**config.mk**
```make
export PLATFORM = sky130hd
export DESIGN_NAME = mac_array_ctrl
export DESIGN_NICKNAME = d
export VERILOG_FILES = /design/src/rtl/mac_array_ctrl_pkg.sv /design/src/rtl/mac_res_buf.sv /design/src/rtl/mac_array_ctrl.sv
export SDC_FILE = /design/constraint.sdc
export NUM_CORES = 1
export LEC_CHECK = 0
export BUFFER_PORTS_ARGS = -buffer_cell sky130_fd_sc_hd__buf_4
export CELL_PAD_IN_SITES_DETAIL_PLACEMENT = 1
export CELL_PAD_IN_SITES_GLOBAL_PLACEMENT = 1
export CORE_ASPECT_RATIO = 0.7
export CORE_UTILIZATION = 38
export CTS_CLUSTER_SIZE = 16
export DETAILED_ROUTE_END_ITERATION = 8
export MAX_ROUTING_LAYER = met4
export PLACE_DENSITY = 0.95
export RECOVER_POWER = 50
export SLEW_MARGIN = 20
export SYNTH_ARGS = -nofsm -noshare
export SYNTH_HDL_FRONTEND = slang
export SYNTH_SLANG_ARGS = --single-unit
```
**constraint.sdc**
```tcl
create_clock -name clk -period 6.4 [get_ports clk]
set_clock_uncertainty 0.1 [all_clocks]
set_input_delay 1.92 -clock clk [delete_from_list [all_inputs] [get_ports clk]]
set_output_delay 1.92 -clock clk [all_outputs]
set_load 0.01 [all_outputs]
```
**src/rtl/mac_array_ctrl_pkg.sv**
```systemverilog
// Shared types and constants for the mac_array_ctrl sequencer and its result buffer.
// Optional build macro used by the result buffer: MAC_ARRAY_CTRL_SAT_EN.
package mac_array_ctrl_pkg;

    typedef enum logic [2:0] {
        ST_IDLE,
        ST_CLEAR,
        ST_FETCH,
        ST_DRAIN,
        ST_OUTPUT,
        ST_DONE
    } ctrl_state_t;

    localparam int MAC_PIPE_LAT = 2;
    // The last mac_en cycle itself plus the MAC En->Cout latency.
    localparam int DRAIN_CYCLES = MAC_PIPE_LAT + 1;

    // Index width that never collapses to zero bits for a single-entry range.
    function automatic int idx_width(input int n);
        return (n > 1) ? $clog2(n) : 1;
    endfunction

endpackage

```
**src/rtl/mac_res_buf.sv**
```systemverilog
// ROWS-entry capture buffer for the MAC accumulators with indexed readout.
// MAC_ARRAY_CTRL_SAT_EN selects saturation instead of truncation on the readout path.
module mac_res_buf
    import mac_array_ctrl_pkg::*;
#(
    parameter int DATA_WIDTH = 8,
    parameter int ROWS       = 8,
    parameter int OUT_WIDTH  = 2*DATA_WIDTH
) (
    input  logic                           clk,
    input  logic                           rst,
    input  logic                           cap_en,
    input  logic [ROWS*3*DATA_WIDTH-1:0]   mac_cout,
    input  logic [idx_width(ROWS)-1:0]     rd_idx,
    output logic [OUT_WIDTH-1:0]           rd_data
);

    localparam int CW = 3*DATA_WIDTH;

    logic [CW-1:0] res_q [ROWS];
    logic [CW-1:0] res_d [ROWS];
    logic [CW-1:0] sel;

    always_comb begin
        for (int r = 0; r < ROWS; r++) begin
            res_d[r] = cap_en ? mac_cout[r*CW +: CW] : res_q[r];
        end
    end

    // NOTE: the buffer is reset so res_data reads 0 out of reset; it is small enough that a flop reset costs nothing.
    always_ff @(posedge clk) begin
        if (rst) begin
            for (int r = 0; r < ROWS; r++) begin
                res_q[r] <= '0;
            end
        end else begin
            res_q <= res_d;
        end
    end

    assign sel = res_q[rd_idx];

    generate
        if (OUT_WIDTH >= CW) begin : g_wide
            assign rd_data = OUT_WIDTH'(sel);
        end else begin : g_narrow
`ifdef MAC_ARRAY_CTRL_SAT_EN
            assign rd_data = (|sel[CW-1:OUT_WIDTH]) ? '1 : sel[OUT_WIDTH-1:0];
`else
            logic sel_hi_unused;
            assign sel_hi_unused = ^sel[CW-1:OUT_WIDTH];
            assign rd_data       = sel[OUT_WIDTH-1:0];
`endif
        end
    endgenerate

endmodule

```
**src/rtl/mac_array_ctrl.sv**
```systemverilog
// Sequencer for a ROWS-lane MAC bank computing y = A*b, streaming y over valid/ready.
// Build macro MAC_ARRAY_CTRL_SAT_EN: saturate results to OUT_WIDTH instead of truncating.
module mac_array_ctrl
    import mac_array_ctrl_pkg::*;
#(
    parameter int DATA_WIDTH = 8,
    parameter int ROWS       = 8,
    parameter int COLS       = 8,
    parameter int OUT_WIDTH  = 2*DATA_WIDTH
) (
    input  logic                           clk,
    input  logic                           rst,
    input  logic                           start,
    output logic                           busy,
    output logic                           done,
    output logic                           rd_en,
    output logic [idx_width(COLS)-1:0]     rd_addr,
    input  logic [ROWS*DATA_WIDTH-1:0]     a_rd_data,
    input  logic [DATA_WIDTH-1:0]          b_rd_data,
    output logic                           mac_en,
    output logic                           mac_clr,
    output logic [ROWS*DATA_WIDTH-1:0]     mac_a,
    output logic [DATA_WIDTH-1:0]          mac_b,
    input  logic [ROWS*3*DATA_WIDTH-1:0]   mac_cout,
    output logic                           res_valid,
    input  logic                           res_ready,
    output logic [OUT_WIDTH-1:0]           res_data,
    output logic [idx_width(ROWS)-1:0]     res_idx
);

    localparam int CAW = idx_width(COLS);
    localparam int RIW = idx_width(ROWS);
    localparam logic [CAW-1:0] LAST_COL   = CAW'(COLS - 1);
    localparam logic [RIW-1:0] LAST_ROW   = RIW'(ROWS - 1);
    localparam logic [1:0]     LAST_DRAIN = 2'(DRAIN_CYCLES - 1);

    ctrl_state_t    state_q, state_d;
    logic [CAW-1:0] col_q, col_d;
    logic [1:0]     drain_q, drain_d;
    logic [RIW-1:0] idx_q, idx_d;
    logic           mac_en_q, mac_en_d;
    logic           capture;

    // NOTE: state registers use non-blocking assignments so every flop samples pre-edge values.
    always_ff @(posedge clk) begin
        if (rst) begin
            state_q  <= ST_IDLE;
            col_q    <= '0;
            drain_q  <= '0;
            idx_q    <= '0;
            mac_en_q <= 1'b0;
        end else begin
            state_q  <= state_d;
            col_q    <= col_d;
            drain_q  <= drain_d;
            idx_q    <= idx_d;
            mac_en_q <= mac_en_d;
        end
    end

    // NOTE: every signal written here gets a default first, so no path can infer a latch.
    always_comb begin
        state_d   = state_q;
        col_d     = col_q;
        drain_d   = drain_q;
        idx_d     = idx_q;
        mac_clr   = 1'b0;
        rd_en     = 1'b0;
        res_valid = 1'b0;
        done      = 1'b0;
        capture   = 1'b0;
        busy      = (state_q != ST_IDLE);

        case (state_q)
            ST_IDLE: begin
                if (start) begin
                    state_d = ST_CLEAR;
                end
            end
            ST_CLEAR: begin
                mac_clr = 1'b1;
                state_d = ST_FETCH;
            end
            ST_FETCH: begin
                rd_en = 1'b1;
                if (col_q == LAST_COL) begin
                    col_d   = '0;
                    state_d = ST_DRAIN;
                end else begin
                    col_d = col_q + 1'b1;
                end
            end
            ST_DRAIN: begin
                // Cout of the final accumulate becomes visible on the last drain cycle.
                if (drain_q == LAST_DRAIN) begin
                    capture = 1'b1;
                    drain_d = '0;
                    state_d = ST_OUTPUT;
                end else begin
                    drain_d = drain_q + 2'd1;
                end
            end
            ST_OUTPUT: begin
                res_valid = 1'b1;
                if (res_ready) begin
                    if (idx_q == LAST_ROW) begin
                        idx_d   = '0;
                        state_d = ST_DONE;
                    end else begin
                        idx_d = idx_q + 1'b1;
                    end
                end
            end
            ST_DONE: begin
                done    = 1'b1;
                state_d = ST_IDLE;
            end
            default: begin
                state_d = ST_IDLE;
            end
        endcase

        mac_en_d = rd_en;
    end

    assign rd_addr = col_q;
    assign mac_en  = mac_en_q;
    assign mac_a   = a_rd_data;
    assign mac_b   = b_rd_data;
    assign res_idx = idx_q;

    mac_res_buf #(
        .DATA_WIDTH (DATA_WIDTH),
        .ROWS       (ROWS),
        .OUT_WIDTH  (OUT_WIDTH)
    ) u_res_buf (
        .clk      (clk),
        .rst      (rst),
        .cap_en   (capture),
        .mac_cout (mac_cout),
        .rd_idx   (idx_q),
        .rd_data  (res_data)
    );

endmodule

```
Word level (Yosys, flattened, before mapping). Index checks and enable logic that the tools add are counted.

Mux-type cells: 18. Order comparisons: 1. Reduce and logical (&&, ||, !) cells: 4. Bitwise gates (word level): 1. Equal/unequal tests: 13. $add $sub $neg: 3.

Operators by type and width (number): binary-select mux 24 bit (select 3 bit) (1); 2-to-1 mux 16 bit (2); 2-to-1 mux 3 bit (7); one-hot mux 3 bit (5 select lines) (1); == test 3 bit (second input constant) (4); != test 2 bit (second input constant) (5); adder 3 x 1 -> 3 bit (second input constant) (2); == test 3 x 2 -> 1 bit (second input constant) (2); 2-to-1 mux 1 bit (6); AND reduction 5 bit (1); >= comparator 4 bit (second input constant) (1); inverter 3 -> 4 bit (1); == test 3 x 1 -> 1 bit (second input constant) (1); zero test 3 bit (1); nonzero test 3 bit (1); adder 2 x 1 -> 2 bit (second input constant) (1); == test 2 bit (second input constant) (1); 2-to-1 mux 2 bit (1); AND reduction 2 bit (1).

Register bits after elaboration: 204. Logic and storage cells: 53.

Depth between registers and ports, before layout. Gate-level depths: netlist of run 1.

Word-level depth: 4. Mapped depth: 6.

Modules after synthesis. From an unflattened synthesis of run 1, not the netlist that was laid out.

Cells, all modules: 605. Area total of the unflattened synthesis: 6657.6 µm².

By module, submodules not included: mac_res_buf (cells each 470, sequential area each 2562.5 µm², area an instance 5509.0 µm², times used 1); mac_array_ctrl (cells each 135, sequential area each 240.2 µm², area an instance 1148.6 µm², times used 1).

Worst setup path before layout of run 1. OpenSTA, ideal clock, no wires.

Kind: input-to-output. Start: in a_rd_data[0]. End: out mac_a[0]. Path buffers: 1. Slack: 2.341 ns. Stages: 1. Data required time: 4.380 ns. Data arrival time: 2.039 ns. Path through: buf_4.

RTL lines: start, declared (line mac_array_ctrl.sv:18) `input logic [ROWS*DATA_WIDTH-1:0] a_rd_data,`; end, declared (line mac_array_ctrl.sv:22) `output logic [ROWS*DATA_WIDTH-1:0] mac_a,`.

No word-level cell between the ends.

==> results.toml, run 1 <==
[synth]
yosysTopAreaCellShare = 0.353
yosysSeqAreaShare = 0.353
synthCells = 746
ys.flop_type = "dfxtp_1"
synth_edf_count = 0
synth.distinct_cells = 32
synth_top_cell_by_area = "dfxtp_1"
synth.cells.most_frequent = "259 x nand2b_1, 140 x dfxtp_1, 133 x mux2i_1, 75 x buf_4, 34 x clkbuf_1"
synth_nets = 1018
synth_area_leaders = "dfxtp_1 35%, nand2b_1 20%, mux2i_1 17%"
syn-cell-area_um2 = 7930
async_reset_ff_frac = 0
yosys_warnings = 0
ys_seq_elements = 140
syn_area_per_cell_um2 = 10.6
yosysMostFrequentCell = "nand2b_1"

[clocking]
ctsRootBufferMaster = "clkbuf_16"
cts_hold_buf = 0
cts_setup_buffers = 0
clock-sinks = 140
cts_resized = 0
cts_inserted_buffers = 17
htree_levels = 4
cts_tree = "yes"
clk_pin_slew_ns = 0.06
cts_max_path_buffers = 2
clock_latency_ns = 0.41

[routing]
routedWlPerCell_um = 17.4
vias = 5293
drc = 0
vias_per_cell = 4.89
drtAntennaViolNets = 0
wl_mm = 18.9
first_pass_iters = 4
drtIter0Drc = 342

[outcome]
violations = "max-capacitance violations, max-slew violations"
status = "finished with violations"

[timing]
post-route-period-util = 0.802
tightest_slew_ns = 3.80
period_needed_ns = 5.14
setup_viol_count_final = 0
maxSlewHeadroom = -1.53
rsz0062_at_grt = "no"
final_max_slew_viol_count = 132
finalHoldViolCount = 0
fmax_mhz = 195
tns_ns = 0

[floorplan]
start_util = 0.394
rows = 43
dieArea_um2 = 21500
die_y_um = 123
core_um2 = 20100
pin_count = 368
die_x_um = 175

[job]
drv_cap = 1

[critical_path]
cp.buffers_inverters = 2
start_kind = "input pin"
worstPathRequired_ns = 6.55
cp_max_fo = 138
cp.arrival_ns = 5.28
worstPathCellList = "clkbuf_1 > buf_12 > nand2b_1 > mux2i_1"
cp_slowest_cell = "clkbuf_1"
worstSetupEndpointType = "register"
critical-path-max-stage-delay_ns = 2.61
path_delay_family = "buffers and inverters"
worst-setup-path-type = "input pin to register"

[place]
postPlaceCellArea_um2 = 8610
portBuffers = 159
gp_congestion = 0.762
dp_hpwl_mm = 12.7

[global_route]
grt_util_all_layers = 0.183
overflow = 0
grt_pass1_vias = 5618
grt_max_degree = 139
grt_first_pass_wirelength_mm = 29.3
antenna_found_initial = 0

[finish]
area_growth_pct = 15.7
antenna_cells = 0
layout-drive-gt1-share = 0.267
finalInstanceArea_um2 = 9180
finalNetCount = 1071
nFillCells = 2228

[min_path]
hold_class = "register to register"

[pwr]
power.density_nw_per_um2 = 221
ir_worst_vdd_uv = 154
power.leakage_nw = 3.49
[worst paths after layout]
path	from	to	slack [ns]	cells after the start
setup / recovery	rst	u_res_buf.res_q[24]	1.26	4
hold / removal	u_res_buf.res_q[176]	u_res_buf.res_q[176]	0.37	2
setup reg to reg	state_q[0]	u_res_buf.res_q[73]	3.65	4
hold reg to reg	u_res_buf.res_q[176]	u_res_buf.res_q[176]	0.37	2
[routing by layer]
| metal | track usage | vias up | part of all wire |
|---|---|---|---|
| met4 | 0.0462 | 0 | 0.0096 |
| met2 | 0.303 | 163 | 0.48 |
| met5 | - | - | 0 |
| li1 | - | 2539 | - |
| met1 | 0.210 | 2570 | 0.43 |
| met3 | 0.0669 | 21 | 0.077 |
[area by class of cell]
class / instances / area [um2] / share of cell area
Clock buffer: 22 / 464 / 0.0506
Sequential cell: 140 / 2810 / 0.306
Tap cell: 270 / 338 / 0.0368
Timing Repair Buffer: 163 / 1220 / 0.133
Multi-Input combinational cell: 477 / 4240 / 0.462
Clock inverter: 10 / 115 / 0.0125
[cell usage in the layout, fill, tap and decap left out, types with 3 or more instances in the layout]
cell type	n
mux2_2	16
clkinv_2	3
buf_4	157
clkbuf_16	17
clkbuf_1	8
mux4_2	5
mux2i_1	133
ha_1	4
clkinvlp_4	3
a21oi_1	3
mux4_1	27
dfxtp_2	3
nor2_1	8
dfxtp_1	137
nand2b_1	259
[registers in the layout, indices dropped and copies added (netlist names)]
signal	cells
res_idx	3
u_res_buf.res_q	128
state_q	3
rd_addr	3
mac_en	1
drain_q	2
[where the power goes]
group	switching [mW]	internal (mW)	total, mW
clock	0.385	0.595	0.980
sequential	0.00882	0.876	0.885
combinational	0.0585	0.103	0.162
total	0.453	1.57	2.03
[through the flow]
step	instances	power [mW]	util	hold slack, ns	worst slack (ns)
floorplan	746	1.03	-	0.344	2.34
global placement	1050	1.06	0.428	0.354	1.97
detailed placement	1050	1.07	0.428	0.361	1.93
CTS	1082	2.05	0.457	0.373	1.47
global route	1082	2.11	0.456	0.388	0.768
finish	1082	2.03	0.456	0.371	1.26
[logic make-up after synthesis]
logic type / after synthesis / share of synthesized area
AND/OR/NAND/NOR: 286 / 0.227
multiplexers: 181 / 0.294
flip-flops: 140 / 0.353
buffers and inverters: 129 / 0.113
AO/OA/AOI/OAI: 6 / 0.00537
adder cells (fa/ha/maj): 4 / 0.00631
[worst min-delay path: stages (launching register included)]
cell and delay (ns):
dfxtp_1 0.31, nand2b_1 0.06, mux2i_1 0.06
(Power assumes the default switching activity.)
==> run 2, diff against run 1 <==
--- a/config.mk
+++ b/config.mk
@@ -9,11 +9,11 @@
 export CELL_PAD_IN_SITES_DETAIL_PLACEMENT = 1
 export CELL_PAD_IN_SITES_GLOBAL_PLACEMENT = 1
 export CORE_ASPECT_RATIO = 0.7
-export CORE_UTILIZATION = 38
+export CORE_UTILIZATION = 32
 export CTS_CLUSTER_SIZE = 16
 export DETAILED_ROUTE_END_ITERATION = 8
 export MAX_ROUTING_LAYER = met4
-export PLACE_DENSITY = 0.95
+export PLACE_DENSITY = 0.88
 export RECOVER_POWER = 50
 export SLEW_MARGIN = 20
 export SYNTH_ARGS = -nofsm -noshare
==> constraint.sdc (replaced) <==
create_clock -name clk -period 4.45 [get_ports clk]
set_clock_uncertainty 0.1 [all_clocks]
set_input_delay 1.335 -clock clk [delete_from_list [all_inputs] [get_ports clk]]
set_output_delay 1.335 -clock clk [all_outputs]
set_load 0.01 [all_outputs]
==> run 2 against run 1 <==
The flow still finishes with violations (max-capacitance violations, max-slew violations); final area increased by 1.2%; routed wire length is 1.8% higher; sequential share of layout area fell by 0.39 points; sequential cell count is the same; critical path depth did not move; worst setup slack lost 0.76 ns; clock-buffer cell count unchanged; combinational power increased by 43%; register-to-register slack got worse by 1.5 ns; first-iteration DRC count shrank 59%; via count grew 0.43%; largest power group unchanged.
==> results.toml, run 2 (synthesis results as in run 1) <==
[outcome]
status = "finished with violations"
violations = "max-capacitance violations, max-slew violations"

[routing]
vias = 5316
first_pass_iters = 4
routedWlPerCell_um = 17.0
vias_per_cell = 4.69
drtIter0Drc = 139
drtAntennaViolNets = 0
wl_mm = 19.2
drc = 0

[global_route]
overflow = 0
antenna_found_initial = 0
grt_util_all_layers = 0.159
grt_max_degree = 270
grt_pass1_vias = 5694
grt_first_pass_wirelength_mm = 30.1

[timing]
finalHoldViolCount = 0
maxSlewHeadroom = -0.331
tns_ns = 0
period_needed_ns = 3.94
post-route-period-util = 0.887
tightest_slew_ns = 2.00
setup_viol_count_final = 0
rsz0062_at_grt = "no"
fmax_mhz = 253
final_max_slew_viol_count = 270

[clocking]
cts_hold_buf = 0
cts_max_path_buffers = 2
clock_latency_ns = 0.42
cts_tree = "yes"
clk_pin_slew_ns = 0.06
htree_levels = 4
cts_inserted_buffers = 17
cts_setup_buffers = 0
cts_resized = 0
ctsRootBufferMaster = "clkbuf_16"
clock-sinks = 140

[critical_path]
worstPathRequired_ns = 3.01
reg2reg_slack_ns = 2.15
cp_max_fo = 18
path_delay_family = "multiplexers"
regToRegStartpoint = "state_q[0]"
start_kind = "register"
reg2regPathDepth = 4
worstPathCellList = "buf_12 > mux4_1 > mux2_2 > buf_4"
worst-setup-path-type = "register to output pin"
worstSetupEndpointType = "output pin"
cp.buffers_inverters = 2
cp_slowest_cell = "dfxtp_2"
timing.rr.end = "u_res_buf.res_q[0]"
critical-path-max-stage-delay_ns = 0.71
critPathLaunch = "res_idx[0]"
cp.arrival_ns = 2.51

[pwr]
share_seq_of_total_power = 0.438
switching_power_mw = 0.646
fin_total_pwr_mw = 2.91
p_comb_frac = 0.080
power.density_nw_per_um2 = 313
power.leakage_nw = 3.53
ir_worst_vdd_uv = 254
intPower_mw = 2.26
switching_share = 0.222
power_frac_clock = 0.483

[finish]
instances_no_fill = 1133
antenna_cells = 0
finalInstanceArea_um2 = 9290
nFillCells = 2702
layout-drive-gt1-share = 0.275
regMostFlops = "u_res_buf.res_q"
finalNetCount = 1074
final_cell_mix = "259 x nand2b_1, 162 x buf_4, 138 x dfxtp_1"
final_common_cell = "nand2b_1"
largest_reg_flops = 128
area_growth_pct = 17.2

[floorplan]
core_um2 = 24000
rows = 47
pin_count = 368
die_x_um = 190
start_util = 0.330
dieArea_um2 = 25400
die_y_um = 134

[job]
drv_cap = 1

[place]
postPlaceCellArea_um2 = 8720
dp_hpwl_mm = 13.1
dp_cells = 1101
gp_congestion = 0.750
portBuffers = 159

[min_path]
hold_end = "u_res_buf.res_q[49]"
worstHoldPathCells = 2
hold_class = "register to register"
hp-start = "u_res_buf.res_q[49]"
## run 2: changes by cell type in the layout (fill, tap and decap cells not counted)
| cell | before | now |
|---|---|---|
| buf_4 | 157 | 162 |
| clkbuf_1 | 8 | 3 |
| clkbuf_4 | 0 | 2 |
| clkinv_4 | 1 | 3 |
| buf_12 | 1 | 2 |
| clkinvlp_4 | 3 | 2 |
| dfxtp_1 | 137 | 138 |
| dfxtp_2 | 3 | 2 |
| inv_6 | 1 | 0 |
## run 2: power by group through the flow
stage	Sequential (mW)	Clock, mW	Combinational (mW)
floorplan	1.29	0	0.185
global placement	1.30	0	0.228
detailed placement	1.30	0	0.232
CTS	1.27	1.46	0.234
global route	1.27	1.51	0.255
finish	1.27	1.40	0.232
## run 2: worst max-delay path by stage
stage / end / cells past startpoint
3_3_place_gp: res_data[6] / 4
3_5_place_dp: res_data[6] / 4
5_1_grt: res_data[6] / 4
4_1_cts: res_data[6] / 4
2_1_floorplan: res_data[10] / 4
6_report: res_data[6] / 4
## run 2: cell type report
cell class | count | area [um2] | share of cell area
timing repair buffer | 166 | 1270 | 0.137
multi-input combinational | 477 | 4240 | 0.456
clock inverter | 10 | 116 | 0.0125
sequential | 140 | 2810 | 0.302
clock buffer | 22 | 464 | 0.0500
tap | 318 | 398 | 0.0428
## run 2: per-layer routing
metal / global-route usage / up-vias / wire [um]
met3: 0.0711 / 15 / 1630
met4: 0.0369 / 0 / 159
li1: - / 2556 / -
met2: 0.260 / 190 / 9300
met1: 0.178 / 2555 / 8120
met5: - / - / 0
## run 2: per-stage QoR
step	utilization	worst slack, ns	hold WS (ns)
after floorplan	-	1.48	0.344
after global placement	0.364	0.885	0.353
after detailed placement	0.364	0.873	0.360
after CTS	0.388	0.395	0.373
after global routing	0.387	0.366	0.387
final	0.387	0.505	0.368
## run 2: worst register-to-register path: stages (launching register included)
cell and delay [ns]:
dfxtp_1 0.52, nand3b_4 0.16, nor3b_4 0.24, buf_12 0.50, mux2i_1 0.69
==> run 3, diff against run 2 <==
--- a/config.mk
+++ b/config.mk
@@ -5,7 +5,7 @@
 export SDC_FILE = /design/constraint.sdc
 export NUM_CORES = 1
 export LEC_CHECK = 0
-export BUFFER_PORTS_ARGS = -buffer_cell sky130_fd_sc_hd__buf_4
+export BUFFER_PORTS_ARGS = -buffer_cell sky130_fd_sc_hd__buf_2
 export CELL_PAD_IN_SITES_DETAIL_PLACEMENT = 1
 export CELL_PAD_IN_SITES_GLOBAL_PLACEMENT = 1
 export CORE_ASPECT_RATIO = 0.7
==> run 3 against run 2 <==
The run now fails in detailed routing (5_2_route); global-route usage increased by 0.31 points; synthesized cell count unchanged; area after synthesis unchanged.
==> results.toml, run 3 <==
[place]
gp_congestion = 0.763
portBuffers = 159
dp_hpwl_mm = 13.7
pre_cts_ws_ns = 1.00

[synth]
yosysTopAreaCellShare = 0.353
synth_area_leaders = "dfxtp_1 35%, nand2b_1 20%, mux2i_1 17%"
synth_edf_count = 0
ys.flop_type = "dfxtp_1"
synth.distinct_cells = 32
synth_top_cell_by_area = "dfxtp_1"
synth_nets = 1018
synthCells = 746
ys_seq_elements = 140
syn_area_per_cell_um2 = 10.6
yosys_warnings = 0
synth.cells.most_frequent = "259 x nand2b_1, 140 x dfxtp_1, 133 x mux2i_1, 75 x buf_4, 34 x clkbuf_1"
syn-cell-area_um2 = 7930
async_reset_ff_frac = 0
yosysMostFrequentCell = "nand2b_1"
yosysSeqAreaShare = 0.353

[global_route]
grt_first_pass_wirelength_mm = 30.5
grt_pass1_vias = 5680
grt_max_degree = 116
antenna_found_initial = 1
grt_util_all_layers = 0.162
overflow = 0

[clocking]
cts_setup_buffers = 0
cts_inserted_buffers = 17
clock-sinks = 140
cts_resized = 0
cts_hold_buf = 0
cts_max_path_buffers = 2
htree_levels = 4
ctsRootBufferMaster = "clkbuf_16"

[floorplan]
start_util = 0.330
rows = 47
pin_count = 368
die_y_um = 134
die_x_um = 190

[outcome]
error = "[ERROR DRT-0255] Maze Route cannot find path of net clk in worker of routeBox ( 144900 96600 ) ( 190140 133700 )."
stop_stage = "detailed routing (5_2_route)"
status = "aborted with a tool error"
-- run 3: metal layers --
| metal | global-route usage |
|---|---|
| met5 | - |
| met4 | 0.0440 |
| met3 | 0.0698 |
| met2 | 0.263 |
| met1 | 0.182 |
-- run 3: cell families after synthesis --
family | after synthesis | share of synthesized area
adder cells (fa/ha/maj) | 4 | 0.00631
AND/OR/NAND/NOR | 286 | 0.227
multiplexers | 181 | 0.294
AO/OA/AOI/OAI | 6 | 0.00537
buffers and inverters | 129 | 0.113
flip-flops | 140 | 0.353
-- run 3: per-stage QoR --
stage	util	hold slack [ns]	std cells	area, um2
after global routing	0.375	0.388	1137	9000
after CTS	0.375	0.376	1136	9010
after detailed placement	0.349	0.360	1104	8360
after global placement	0.349	0.354	1104	8360
after floorplan	-	0.344	746	7930
==> run 4, diff against run 3 <==
--- a/config.mk
+++ b/config.mk
@@ -6,14 +6,9 @@
 export NUM_CORES = 1
 export LEC_CHECK = 0
 export BUFFER_PORTS_ARGS = -buffer_cell sky130_fd_sc_hd__buf_2
-export CELL_PAD_IN_SITES_DETAIL_PLACEMENT = 1
-export CELL_PAD_IN_SITES_GLOBAL_PLACEMENT = 1
-export CORE_ASPECT_RATIO = 0.7
-export CORE_UTILIZATION = 32
-export CTS_CLUSTER_SIZE = 16
+export CORE_UTILIZATION = 40
 export DETAILED_ROUTE_END_ITERATION = 8
-export MAX_ROUTING_LAYER = met4
-export PLACE_DENSITY = 0.88
+export PLACE_DENSITY_LB_ADDON = 0.15
 export RECOVER_POWER = 50
 export SLEW_MARGIN = 20
 export SYNTH_ARGS = -nofsm -noshare
==> constraint.sdc (replaced) <==
create_clock -name clk -period 5.79 [get_ports clk]
set_clock_uncertainty 0.1 [all_clocks]
set_input_delay 1.737 -clock clk [delete_from_list [all_inputs] [get_ports clk]]
set_output_delay 1.737 -clock clk [all_outputs]
set_load 0.01 [all_outputs]
==> run 4 against run 3 <==
The flow now finishes, with violations (max-capacitance violations, max-slew violations); global-route usage rose by 2.1 points.
==> results.toml, run 4 (synthesis results as in run 1) <==
[outcome]
status = "finished with violations"
violations = "max-capacitance violations, max-slew violations"

[routing]
routedWlPerCell_um = 16.9
wl_mm = 18.3
drc = 0
drtAntennaViolNets = 0
vias_per_cell = 4.81
vias = 5205
first_pass_iters = 4
drtIter0Drc = 204

[timing]
final_max_slew_viol_count = 272
rsz0062_at_grt = "no"
tightest_slew_ns = 2.01
fmax_mhz = 211
maxSlewHeadroom = -0.340
finalHoldViolCount = 0
setup_viol_count_final = 0
tns_ns = 0
period_needed_ns = 4.74
post-route-period-util = 0.819

[finish]
regMostFlops = "u_res_buf.res_q"
area_growth_pct = 10.4
finalNetCount = 1072
final_cell_mix = "259 x nand2b_1, 154 x buf_2, 138 x dfxtp_1"
post-route-util = 0.450
largest_reg_flops = 128
finalInstanceArea_um2 = 8760
layout-drive-gt1-share = 0.266
final_common_cell = "nand2b_1"

[min_path]
hold_class = "register to register"

[clocking]
cts_setup_buffers = 0
cts_hold_buf = 0
clock_latency_ns = 0.41
cts_tree = "yes"
ctsRootBufferMaster = "clkbuf_16"
cts_inserted_buffers = 17
cts_resized = 0
cts_max_path_buffers = 2
clock-sinks = 140
clk_pin_slew_ns = 0.06
htree_levels = 4

[floorplan]
rows = 51
die_x_um = 143
dieArea_um2 = 20400
core_um2 = 19500
start_util = 0.407
die_y_um = 143
pin_count = 368

[critical_path]
worstPathRequired_ns = 5.92
worstSetupEndpointType = "register"
worst-setup-path-type = "input pin to register"
start_kind = "input pin"
cp_max_fo = 152
cp.arrival_ns = 4.88

[pwr]
fin_total_pwr_mw = 2.13
power.leakage_nw = 3.37
ir_worst_vdd_uv = 184
power.density_nw_per_um2 = 243

[global_route]
grt_util_all_layers = 0.183
antenna_found_initial = 3
overflow = 0
grt_max_degree = 153
grt_first_pass_wirelength_mm = 28.2
grt_pass1_vias = 5449

[place]
dp_hpwl_mm = 12.6
postPlaceCellArea_um2 = 8240
gp_congestion = 0.744
portBuffers = 159

[job]
drv_cap = 2
-- run 4: through the flow --
step,hold WS (ns),worst slack [ns],std cells
final,0.371,1.05,1081
after global routing,0.387,0.573,1078
after CTS,0.372,1.14,1078
after detailed placement,0.359,1.60,1046
after global placement,0.354,1.62,1045
after floorplan,0.344,2.10,746
-- run 4: area by class of cell --
class	count	area (um2)
multi-input cells	477	4240
clock buffers	26	499
clock inverters	6	36.3
well taps	265	332
diodes	3	7.51
fillers	1852	10700
repair buffers	164	842
flip-flops and latches	140	2810
-- run 4: worst max-delay path: stages --
cell	delay, ns
clkbuf_2	1.38
clkbuf_2	1.41
a211o_1	0.21
o32ai_1	0.08
-- run 4: power by group --
part / switching (mW) / internal, mW / leakage, nW
Sequential: 0.00954 / 0.969 / 1.13
Combinational: 0.0636 / 0.0863 / 1.97
Clock: 0.408 / 0.591 / 0.264
-- run 4: final timing paths --
| check | from | end | slack [ns] | depth (start not counted) |
|---|---|---|---|---|
| setup / recovery | rst | state_q[0] | 1.05 | 4 |
| setup reg to reg | state_q[0] | u_res_buf.res_q[29] | 3.36 | 4 |
| hold reg to reg | u_res_buf.res_q[120] | u_res_buf.res_q[120] | 0.37 | 2 |
| hold / removal | u_res_buf.res_q[120] | u_res_buf.res_q[120] | 0.37 | 2 |
-- run 4: routing by layer --
layer  vias up  wire, um  global-route usage
met5         -         0                   0
met2       164      8810               0.311
met4         0       712              0.0934
met3        70      1460              0.0711
li1       2557         -                   -
met1      2414      7300               0.198
